<file path="src/rtl/project_types.sv">
// Shared fetch-path types: instruction address/data words and the fetch-buffer entry.
package project_types;

  typedef logic [31:0] inst_addr_t;
  typedef logic [31:0] inst_data_t;

  localparam inst_addr_t INST_STEP = 32'd4;

  typedef struct packed {
    inst_addr_t pc;
    inst_data_t inst;
    logic       misalign;
  } fetch_entry_t;

endpackage

</file>
<file path="src/rtl/i_instbus.sv">
// Synchronous instruction-ROM port: data returns one cycle after a cycle with en=1.
interface i_instbus;
  import project_types::*;

  logic       en;
  inst_addr_t addr;
  inst_data_t data;

  modport master (output en, output addr, input data);
  modport slave  (input en, input addr, output data);

endinterface

</file>
<file path="src/rtl/fetch_fifo.sv">
// Fetch buffer: DEPTH entries, fall-through head (an arriving push is visible
// at once when empty), flush drops everything not popped this cycle.
module fetch_fifo
  import project_types::*;
#(
  parameter int DEPTH = 2,
  localparam int AW = $clog2(DEPTH),
  localparam int CW = AW + 1
) (
  input  logic          clk,
  input  logic          rst,
  input  logic          flush,
  input  logic          push,
  input  fetch_entry_t  push_entry,
  input  logic          pop,
  output logic          head_valid,
  output fetch_entry_t  head,
  output logic [CW-1:0] count
);

  fetch_entry_t   mem_r [DEPTH];
  logic [AW-1:0]  rd_ptr_r;
  logic [AW-1:0]  wr_ptr_r;
  logic [CW-1:0]  count_r;
  logic           empty_s;
  logic           bypass_s;
  logic           wr_en_s;
  logic           rd_en_s;

  // Head selection and write/read enables; a push popped while empty never lands.
  always_comb begin
    empty_s    = (count_r == {CW{1'b0}});
    head_valid = !empty_s || push;
    bypass_s   = empty_s && push && pop;
    wr_en_s    = push && !bypass_s && !flush;
    rd_en_s    = pop && !empty_s && !flush;
    if (!empty_s) begin
      head = mem_r[rd_ptr_r];
    end else if (push) begin
      head = push_entry;
    end else begin
      head = '0;
    end
  end

  // Entry storage.
  always_ff @(posedge clk) begin
    if (wr_en_s) begin
      mem_r[wr_ptr_r] <= push_entry;
    end
  end

  // Pointers and occupancy.
  always_ff @(posedge clk or posedge rst) begin
    if (rst) begin
      rd_ptr_r <= {AW{1'b0}};
      wr_ptr_r <= {AW{1'b0}};
      count_r  <= {CW{1'b0}};
    end else if (flush) begin
      rd_ptr_r <= {AW{1'b0}};
      wr_ptr_r <= {AW{1'b0}};
      count_r  <= {CW{1'b0}};
    end else begin
      if (wr_en_s) wr_ptr_r <= wr_ptr_r + AW'(1);
      if (rd_en_s) rd_ptr_r <= rd_ptr_r + AW'(1);
      count_r <= count_r + {{(CW-1){1'b0}}, wr_en_s} - {{(CW-1){1'b0}}, rd_en_s};
    end
  end

  assign count = count_r;

endmodule

</file>
<file path="src/rtl/inst_fetch.sv">
// Instruction fetch front end: PC sequencing, redirect handling, fetch buffer.
// FETCH_ALIGN_CHK_EN: misaligned redirect targets become a single fault entry.
module inst_fetch
  import project_types::*;
#(
  parameter inst_addr_t RESET_PC = 32'h0000_0000,
  parameter int         DEPTH    = 2
) (
  input  logic       clk,
  input  logic       rst,
  i_instbus.master   ibus,
  input  logic       redirect_valid,
  input  inst_addr_t redirect_pc,
  output logic       out_valid,
  input  logic       out_ready,
  output inst_addr_t out_pc,
  output inst_data_t out_inst,
  output logic       out_misalign
);

  localparam int CW = $clog2(DEPTH) + 1;

  inst_addr_t   pc_r;
  inst_addr_t   inflight_pc_r;
  logic         inflight_r;
  logic         halt_r;
  logic         fault_pend_r;
  inst_addr_t   tgt_s;
  logic         mis_s;
  logic         push_s;
  fetch_entry_t push_entry_s;
  logic         pop_s;
  logic         issue_s;
  logic [CW:0]  occ_s;
  logic [CW-1:0] count_s;
  logic         head_valid_s;
  fetch_entry_t head_s;

`ifdef FETCH_ALIGN_CHK_EN
  assign tgt_s = redirect_pc;
  assign mis_s = (redirect_pc[1:0] != 2'b00);
`else
  assign tgt_s = redirect_pc & 32'hFFFF_FFFC;
  assign mis_s = 1'b0;
`endif

  assign push_s = inflight_r || fault_pend_r;

  // Buffer write data: a pending fault entry or the ROM word with its PC.
  always_comb begin
    if (fault_pend_r) begin
      push_entry_s = '{pc: pc_r, inst: 32'h0000_0000, misalign: 1'b1};
    end else begin
      push_entry_s = '{pc: inflight_pc_r, inst: ibus.data, misalign: 1'b0};
    end
  end

  // Issue when the buffer can still absorb everything already requested.
  always_comb begin
    pop_s = head_valid_s && out_ready;
    occ_s = {1'b0, count_s} + (CW+1)'(inflight_r) - (CW+1)'(pop_s);
    if (rst || redirect_valid || halt_r || fault_pend_r) begin
      issue_s = 1'b0;
    end else begin
      issue_s = (occ_s < (CW+1)'(DEPTH));
    end
  end

  // PC sequencing; a redirect drops the response arriving this cycle via flush.
  always_ff @(posedge clk or posedge rst) begin
    if (rst) begin
      pc_r          <= RESET_PC;
      inflight_pc_r <= RESET_PC;
      inflight_r    <= 1'b0;
      halt_r        <= 1'b0;
      fault_pend_r  <= 1'b0;
    end else if (redirect_valid) begin
      pc_r         <= tgt_s;
      inflight_r   <= 1'b0;
      halt_r       <= mis_s;
      fault_pend_r <= mis_s;
    end else begin
      inflight_r    <= issue_s;
      inflight_pc_r <= pc_r;
      fault_pend_r  <= 1'b0;
      if (issue_s) begin
        pc_r <= pc_r + INST_STEP;
      end
    end
  end

  fetch_fifo #(.DEPTH(DEPTH)) u_fifo (
    .clk        (clk),
    .rst        (rst),
    .flush      (redirect_valid),
    .push       (push_s),
    .push_entry (push_entry_s),
    .pop        (pop_s),
    .head_valid (head_valid_s),
    .head       (head_s),
    .count      (count_s)
  );

  assign ibus.en      = issue_s;
  assign ibus.addr    = pc_r;
  assign out_valid    = head_valid_s;
  assign out_pc       = head_s.pc;
  assign out_inst     = head_s.inst;
  assign out_misalign = head_s.misalign;

endmodule

</file>
<file path="src/flat_wrapper.sv">
// flat-port wrapper written by rule: the top's interface ports become plain ports
module inst_fetch_flat import project_types::*;
#(
  parameter inst_addr_t RESET_PC = 32'h0000_0000,
  parameter int         DEPTH    = 2
)
  (clk, rst, redirect_valid, redirect_pc, out_valid, out_ready, out_pc, out_inst, out_misalign, ibus_en, ibus_addr, ibus_data);
  i_instbus ibus_i ();
  input  logic clk;
  input  logic rst;
  input  logic redirect_valid;
  input  inst_addr_t redirect_pc;
  output logic out_valid;
  input  logic out_ready;
  output inst_addr_t out_pc;
  output inst_data_t out_inst;
  output logic out_misalign;
  output wire logic [$bits(ibus_i.en)-1:0] ibus_en;
  output wire logic [$bits(ibus_i.addr)-1:0] ibus_addr;
  input wire logic [$bits(ibus_i.data)-1:0] ibus_data;
  assign ibus_en = ibus_i.en;
  assign ibus_addr = ibus_i.addr;
  assign ibus_i.data = ibus_data;
  inst_fetch #(.RESET_PC(RESET_PC), .DEPTH(DEPTH)) u_core (.clk(clk), .rst(rst), .ibus(ibus_i), .redirect_valid(redirect_valid), .redirect_pc(redirect_pc), .out_valid(out_valid), .out_ready(out_ready), .out_pc(out_pc), .out_inst(out_inst), .out_misalign(out_misalign));
endmodule
</file>
<file path="config.mk">
export PLATFORM = sky130hd
export DESIGN_NAME = inst_fetch_flat
export DESIGN_NICKNAME = d
export VERILOG_FILES = /design/src/rtl/project_types.sv /design/src/rtl/i_instbus.sv /design/src/rtl/fetch_fifo.sv /design/src/rtl/inst_fetch.sv /design/src/flat_wrapper.sv
export SDC_FILE = /design/constraint.sdc
export NUM_CORES = 1
export LEC_CHECK = 0
export CAP_MARGIN = 20
export CORE_UTILIZATION = 47
export DETAILED_ROUTE_END_ITERATION = 10
export PLACE_DENSITY = 0.77
export REMOVE_ABC_BUFFERS = 1
export SLEW_MARGIN = 20
export SYNTH_ARGS = -nofsm -noshare
export SYNTH_HDL_FRONTEND = slang
export SYNTH_SLANG_ARGS = --single-unit
</file>
<file path="constraint.sdc">
create_clock -name clk -period 4.1 [get_ports clk]
set_input_delay 0.615 -clock clk [delete_from_list [all_inputs] [get_ports clk]]
set_output_delay 0.615 -clock clk [all_outputs]
set_load 0.005 [all_outputs]
</file>
Yosys cells after proc, flatten, opt, wreduce, memory -nomap -nowiden
Memory sizes are Yosys's and may differ from the RTL's. Index checks and enable logic that the tools add are counted.

Bits in latches: 0. Memories kept: 1. Register bits after elaboration: 69. RAM bits: 128. Output and inout bits: 99. Word-level logic and storage cells: 44. Input port bits: 68. Bits in read-only memories: 0.

Memory list: u_core.u_fifo.mem_r (depth 2, bits a word 64, rd ports 1, clocked after memory_dff 0, wr ports 1, line fetch_fifo.sv:21) `fetch_entry_t mem_r [DEPTH];`.

Equality and inequality tests: 0. Add/subtract/negate cells: 7. Shift operators: 0. Mux-type cells: 13. Magnitude comparators: 1. Bitwise gates (word level): 0. Div/mod/pow operators: 0. Reductions and logical operators: 16. Multiply operators: 0.

Operators by type and width (number): $mux 65 (2); $mux 32 (2); $add 32x3->32 const B (1); $mux 1 (8); $logic_and 1x1->1 (7); $reduce_bool 2->1 (3); $add 2x1->3 (1); $logic_not 1->1 (3); $lt 3x2->1 const B (1); $sub 3x1->3 (1); $add 1x1->1 const B (2); $add 2x1->2 (1); $logic_not 2->1 (1); $logic_or 1x1->1 (2); $mux 2 (1); $sub 2x1->2 (1).

Logic depth before layout (Yosys ltp)
Gate-level depths: netlist of the first run.

Depth in word-level cells: 11. Mapped depth: 15. Depth with buffers taken out: 12.

Modules after synthesis
From an unflattened synthesis of the first run, not the netlist that was laid out.

Cells, all modules: 681. Area total of the unflattened synthesis: 8763.4 um2.

Modules (own cells, without submodules): fetch_fifo (sequential area each 4003.8 um2, area an instance 5672.9 um2, times used 1, cells each 380); inst_fetch (sequential area each 1526.5 um2, area an instance 3090.5 um2, times used 1, cells each 301).

Worst setup path after synthesis of the first run
Ideal clock, no wire load.

Kind: input-to-reg. Start point: input port redirect_valid. End point: memory u_core.u_fifo.mem_r[0][0] in the netlist's numbering (enable). Library setup time: 0.482 ns. Slack: -0.151 ns. Path buffers: 2. Data required time: 3.618 ns. Arrival: 3.769 ns. Cell stages on the path: 4. Cells stage by stage: clkbuf_1 > clkbuf_1 > nand2b_1 > nor2_1.

Word-level cells in the longest chain between the ends: 4.

RTL lines: start: declaration (line flat_wrapper.sv:11) `input logic redirect_valid;`; $logic_not 1->1 (line fetch_fifo.sv:35) `wr_en_s = push && !bypass_s && !flush;`; $logic_and 1x1->1 (line fetch_fifo.sv:35); $mux 1 (line fetch_fifo.sv:48) `if (wr_en_s) begin`; $mux 1 (implied by the code) (line fetch_fifo.sv:49) `mem_r[wr_ptr_r] <= push_entry;`; end: declaration (line fetch_fifo.sv:21).

Every way passes these cells.

Worst setup path after layout of the first run
Start point: register u_core.u_fifo.count_r[1], in the netlist u_core.u_fifo.count[1]. End point: output port ibus_en.

Word-level cells in the longest chain between the ends: 7. Elaborated cells between the ends (all ways): 8. Those cells by class: 2 x add/sub; 1 x order compare; 1 x mux; 4 x reduce/logical.

RTL lines: start: declaration (line fetch_fifo.sv:24) `logic [CW-1:0] count_r;`; start signal: assignment (line fetch_fifo.sv:58) `count_r <= {CW{1'b0}};`; start signal: assignment (line fetch_fifo.sv:62) `count_r <= {CW{1'b0}};`; start signal: assignment (line fetch_fifo.sv:66) `count_r <= count_r + {{(CW-1){1'b0}}, wr_en_s} - {{(CW-1){1'b0}}, rd_en_s};`; $logic_not 2->1 (line fetch_fifo.sv:32) `empty_s = (count_r == {CW{1'b0}});`; $logic_not 1->1; $logic_or 1x1->1 (line fetch_fifo.sv:33) `head_valid = !empty_s || push;`; $logic_and 1x1->1 (line inst_fetch.sv:60) `pop_s = head_valid_s && out_ready;`; $sub 3x1->3 * (line inst_fetch.sv:61) `occ_s = {1'b0, count_s} + (CW+1)'(inflight_r) - (CW+1)'(pop_s);`; $lt 3x2->1 * (line inst_fetch.sv:65) `issue_s = (occ_s < (CW+1)'(DEPTH));`; $mux 1 * (line inst_fetch.sv:62) `if (rst || redirect_valid || halt_r || fault_pend_r) begin`; end: declaration (line flat_wrapper.sv:18) `output wire logic [$bits(ibus_i.en)-1:0] ibus_en;`.

Mark *: on every way between the ends. The rest lies on a longest branch, timed or not.

==> results of run 1 <==
[power by group]
group	total (mW)	switching, mW	internal, mW	leakage, nW
Clock	1.71	0.708	0.998	0.295
Sequential	2.37	0.173	2.19	1.91
Combinational	0.916	0.413	0.503	1.64
Total	4.99	1.29	3.70	3.85
[cell usage in the layout, fill, tap and decap left out, drive strengths merged, types with 5 or more instances in the layout]
cell type	synthesis	final
xor2	6	6
dfrtp	65	65
mux2i	64	64
a21o	5	5
and3	5	5
o21ai	88	88
nand4	11	11
and2	5	5
nand2	37	37
clkbuf	33	19
nor2b	7	7
inv	11	13
mux2	22	22
clkdlybuf4s50	0	158
conb	1	5
o211ai	6	6
nor2	20	20
nand2b	6	6
clkinv	0	5
a221o	6	6
a21oi	9	9
edfxtp	124	124
nand3	81	81
buf	17	14
nor4	6	6
[how the worst max path moves through the flow]
| stage | end | slack, ns | start | cells past startpoint |
|---|---|---|---|---|
| finish | ibus_en | 0.15 | u_core.u_fifo.count[1]$_DFF_PP0_ | 10 |
| global route | ibus_en | 0.02 | u_core.u_fifo.count[1]$_DFF_PP0_ | 10 |
| CTS | ibus_en | 0.13 | u_core.u_fifo.count[1]$_DFF_PP0_ | 10 |
| detailed placement | ibus_en | 0.23 | out_ready | 9 |
| global placement | ibus_en | 0.26 | out_ready | 9 |
| floorplan | u_core.ibus.addr[26]$_DFFE_PP0P_ | -2.81 | u_core.u_fifo.count[1]$_DFF_PP0_ | 12 |
[cells by family (layout without fill, tap and decap cells)]
kind of cell | after synthesis | count (layout) | synth area share
fa+ha+maj | 5 | 5 | 0.00831
buf+inv | 61 | 215 | 0.0324
flops | 189 | 189 | 0.635
compound gates | 123 | 123 | 0.0833
other cells | 1 | 5 | 0.000445
mux | 86 | 86 | 0.105
simple gates | 193 | 193 | 0.126
xor+xnor | 9 | 9 | 0.00935
[worst max-delay path, cell delays in order, from the launching register on]
cell and delay [ns]:
dfrtp_1 0.47, nor2_4 0.15, nand2_1 0.08, and2_1 0.18, ha_1 0.26, nand2b_1 0.16, fa_1 0.38, xor2_1 0.15
or4b_4 0.49, inv_2 0.08, clkdlybuf4s50_1 0.50
[state kept, by name (all words and copies together) (netlist names)]
register and flops:
u_core.u_fifo.count 2, u_core.u_fifo.mem_r 124, u_core.ibus.addr 30, u_core.inflight_r 1, u_core.u_fifo.rd_ptr_r 1, u_core.inflight_pc_r 30
u_core.u_fifo.wr_ptr_r 1
[stage by stage]
| step | TNS (ns) | hold WS [ns] |
|---|---|---|
| after floorplan | -345.21 | 0.458 |
| final | 0 | 0.491 |
| after detailed placement | 0 | 0.480 |
| after CTS | 0 | 0.492 |
| after global placement | 0 | 0.470 |
| after global routing | 0 | 0.515 |
[metal layers]
| metal | share of wire | routed length, µm | track usage |
|---|---|---|---|
| met2 | 0.48 | 9380 | 0.359 |
| met3 | 0.066 | 1270 | 0.0418 |
| met1 | 0.43 | 8380 | 0.283 |
| met5 | 0 | 0 | 0 |
| met4 | 0.017 | 329 | 0.0852 |
[layout make-up]
| cell class | instances | area share |
|---|---|---|
| clock buffers | 19 | 0.0419 |
| inverters | 11 | 0.00380 |
| repair buffers | 172 | 0.158 |
| well taps | 225 | 0.0259 |
| flip-flops and latches | 189 | 0.493 |
| clock inverters | 13 | 0.0150 |
| multi-input cells | 421 | 0.262 |
==> metrics.cfg, run 1 <==
[job]
max_cap_violations = 0

[hold_path]
whs_endpoint = u_core.u_fifo.mem_r[0][50]$_DFFE_PP_
holdPathStages = 0
hp-class = reg2reg
hp-start = u_core.inflight_pc_r[18]$_DFFE_PP0N_

[routing]
vias_per_cell = 5.64
ant_nets = 0
drt_iter0_markers = 330
drc_errors = 0
vias = 5918
totalWireLength_mm = 19.4
firstDrtPassIters = 4
wl_per_cell_um = 18.4

[die]
die_h_um = 136
start_util = 0.484
die_x_um = 136
rows = 48
io-pin-count = 167
coreArea_um2 = 17400
die_area_um2 = 18500

[clocking]
ctsHoldBuffers = 0
postCtsSetupRepairBufs = 0
htreeDepth = 4
cts_buffer_depth = 2
clk_pin_slew_ns = 0.07
clkSinkCount = 189
clock_latency_ns = 0.43
ctsRootBufferMaster = clkbuf_16
ctsResizeCount = 0
cts_tree = done
cts-buffers-inserted = 17

[setup_path]
crit_path_end_kind = output pin
worstPathArrival_ns = 3.33
critPathLaunchType = flip-flop
path_max_fanout = 5
r2r-start = u_core.u_fifo.count[1]$_DFF_PP0_
r2r_setup_slack_ns = 0.63
reg2reg_depth = 13
critPathRequiredTime_ns = 3.48
r2r-end = u_core.ibus.addr[7]$_DFFE_PP0P_
worstSetupPathType = reg2out

[sta]
hold_viol = 0
rsz0062_at_grt = no
timing.final.ws_setup_ns = 0.154
fin_skew_ns = 0.00789
worst_slew_pin_slew_ns = 0.873
period_minus_slack_ns = 3.95
setup_viol = 0
slew_headroom = 0.418
slew_viol_final = 0
fmax_ghz = 0.253
post-route-period-util = 0.962

[grt]
grt_overflow = 0
grt_pass1_vias = 5943
grt_pass1_wl_mm = 30.4
grt_util_all_layers = 0.217
antenna_found_initial = 0
grt_max_degree = 126

[layout]
seq_area_um2 = 5360
nFillCells = 1327
antenna_cells = 0
syn_to_final_growth_pct = 28.7
multiInputGateArea_um2 = 2840
postLayoutCellArea_um2 = 10900
drive_gt1_frac = 0.0994
fin_nets = 885
final_cells = 1050
utilization = 0.623

[synth]
ys_types = 48
synthArstFlopShare = 0.344
yosys-top-cells-area = edfxtp_1, dfrtp_1, mux2i_1
yosysMostFrequentCell = edfxtp_1
yosys_warnings = 0
ys_seq_area_frac = 0.635
ys_ff_latch = 189
synth-edff-count = 124
netlist.area_leader.share = 0.442
ys_top_cells_by_count = edfxtp_1, o21ai_0, nand3_1
yosysTopAreaCell = edfxtp_1
synth_top_flop_cell = edfxtp_1
syn_avg_cell_area_um2 = 12.6
syn_inst = 667
netlist_area_um2 = 8430

[placement]
place_ws_ns = 0.226
hpwl_mm = 12.4
gp_congestion = 0.831
portBuffers = 159
placement.cell_area_um2 = 10200
dp.cells = 1018

[outcome]
outcome = completed

[power]
peakVddDrop_v = 0.000341
power_density_nw_per_um2 = 460
power.leakage_nw = 3.85
power_mw = 4.99

Power figures use the tool's default switching activity.
==> inputs of run 2 (changes only) <==
- ABC_AREA: unset -> 1
- PLACE_DENSITY: 0.77 -> 0.76
==> metrics.cfg, run 2 <==
[synth]
syn_inst = 872
synthArstFlopShare = 0.344
yosys.area_share.simple = 0.196
yosysMostFrequentCell = nor2_1
ys_types = 35
synth-compound-area-share = 0.105
yosysTopAreaCell = edfxtp_1
netlist_area_um2 = 8630
yosys-top-cells-area = edfxtp_1, dfrtp_1, nor2_1
synth-edff-count = 124
yosys-mux-area-fraction = 0.00116
ys_ff_latch = 189
netlist.area_leader.share = 0.432
synth_top_family_by_area = simple AND/OR/NAND/NOR gates
synthXorXnorAreaFrac = 0.0122
yosys_warnings = 0
ys_seq_area_frac = 0.620
synth_top_flop_cell = edfxtp_1
synthAdderAreaFrac = 0.00812
ys_top_cells_by_count = nor2_1, nand2_1, edfxtp_1
syn_avg_cell_area_um2 = 9.89

[clocking]
cts-buffers-inserted = 17
ctsResizeCount = 0
ctsRootBufferMaster = clkbuf_16
htreeDepth = 4
cts_buffer_depth = 2
cts_tree = done
clkSinkCount = 189
postCtsSetupRepairBufs = 0
clock_latency_ns = 0.43
clk_pin_slew_ns = 0.07
ctsHoldBuffers = 0

[power]
peakVddDrop_v = 0.000319
power_frac_clock = 0.329
p_int_mw = 3.73
swShare = 0.281
p_seq_frac = 0.457
switchingPower_mw = 1.46
power.leakage_nw = 4.29
power_density_nw_per_um2 = 471
combPwrFrac = 0.215

[layout]
utilization = 0.614
fin_nets = 1089
largest_register_ffs = 124
final_cell_mix = nor2_1, clkdlybuf4s50_1, nand2_1, edfxtp_1, nand3_1
drive_gt1_frac = 0.0622
antenna_cells = 0
layout_commonest_cell = nor2_1
syn_to_final_growth_pct = 27.8
final_cells = 1258
postLayoutCellArea_um2 = 11000
top_register = u_core.u_fifo.mem_r

[routing]
vias = 6738
firstDrtPassIters = 5
totalWireLength_mm = 20.8
drt_iter0_markers = 499
ant_nets = 0
drc_errors = 0
wl_per_cell_um = 16.6
vias_per_cell = 5.36

[outcome]
outcome = completed

[setup_path]
crit_chain = clkdlybuf4s50_1 > inv_1 > a21oi_1 > ha_1 > inv_1 > nand2_1 > fa_1 > nand2_1 > nor2_1 > nand2_2 > inv_2 > clkdlybuf4s50_1
worstSetupPathType = in2out
cpPeakStageDelay_ns = 0.50
path_max_fanout = 2
critPathLaunchType = primary input
crit_slowest_cell = clkdlybuf4s50_1
worstPathArrival_ns = 2.95
crit_buf_inv = 5
cpLargestDelayFamily = buffers and inverters
critPathRequiredTime_ns = 3.48
setup.worst_path.start = out_ready
r2r-start = u_core.u_fifo.count[1]$_DFF_PP0_
r2r_setup_slack_ns = 1.25
crit_path_end_kind = output pin

[sta]
period_minus_slack_ns = 3.57
final.setup.tns_ns = 0
slew_headroom = 0.396
fmax_ghz = 0.280
rsz0062_at_grt = no
fin_worst_hold_slack_ns = 0.472
post-route-period-util = 0.870
slew_viol_final = 0
setup_viol = 0
fin_skew_ns = 0.00717
worst_slew_pin_slew_ns = 0.906
hold_viol = 0

[die]
die_h_um = 137
rows = 49
die_x_um = 137
coreArea_um2 = 18000
start_util = 0.480
io-pin-count = 167
die_area_um2 = 18900

[placement]
portBuffers = 159
hpwl_mm = 13.2
gp_congestion = 0.874
placement.cell_area_um2 = 10400
dp.cells = 1226

[job]
max_cap_violations = 0

[grt]
grt_pass1_vias = 6365
grt_util_all_layers = 0.229
antenna_found_initial = 0
grt_overflow = 0
grt_max_degree = 114
grt_pass1_wl_mm = 32.4

[hold_path]
hp-class = reg2reg
hp-start = u_core.inflight_pc_r[25]$_DFFE_PP0N_

==> run 2: power groups by stage <==
stage	Clock (mW)	Combinational (mW)	Sequential, mW
3_5_place_dp	0	1.12	2.41
4_1_cts	1.72	1.12	2.37
5_1_grt	1.79	1.23	2.39
2_1_floorplan	0	0.482	2.39
3_3_place_gp	0	1.10	2.40
6_report	1.71	1.11	2.37
==> run 2: layout make-up <==
cell class / instances / area (µm²)
repair buffers: 172 / 1700
multi-input cells: 569 / 2820
well taps: 229 / 287
fillers: 1493 / 6940
clock buffers: 18 / 429
flip-flops and latches: 189 / 5350
clock inverters: 14 / 185
inverters: 67 / 251
==> run 2: cell families after synthesis <==
logic type	after synthesis
simple gates	410
flops	189
compound gates	136
buf+inv	118
xor+xnor	12
fa+ha+maj	5
other cells	1
mux	1
==> run 2: layer usage <==
| metal | track usage | vias to the layer above | wire (µm) |
|---|---|---|---|
| li1 | - | 3263 | - |
| met1 | 0.301 | 3254 | 9200 |
| met2 | 0.379 | 200 | 10000 |
| met3 | 0.0438 | 21 | 1250 |
| met4 | 0.0763 | 0 | 335 |
| met5 | 0 | - | 0 |
==> run 2: path summary, 6_finish.rpt <==
kind                                                   endpoint  cells after the start
hold reg to reg            u_core.u_fifo.mem_r[0][57]$_DFFE_PP_                      0
setup reg to reg               u_core.ibus.addr[25]$_DFFE_PP0P_                     15
hold / removal             u_core.u_fifo.mem_r[0][57]$_DFFE_PP_                      0
min in group asynchronous      u_core.u_fifo.count[1]$_DFF_PP0_                      2
setup / recovery                                        ibus_en                     12
max in group asynchronous      u_core.ibus.addr[18]$_DFFE_PP0P_                      3
==> run 2: stage by stage <==
stage | power (mW) | worst slack (ns)
floorplan | 2.87 | -0.675
global placement | 3.50 | 0.517
detailed placement | 3.52 | 0.511
CTS | 5.21 | 0.500
global route | 5.41 | 0.364
finish | 5.19 | 0.535
==> inputs of run 3 (changes only) <==
- GPL_ROUTABILITY_DRIVEN: unset -> 0
==> results of run 3 <==
Final layout, timing and power as in run 2 (identical DEF).
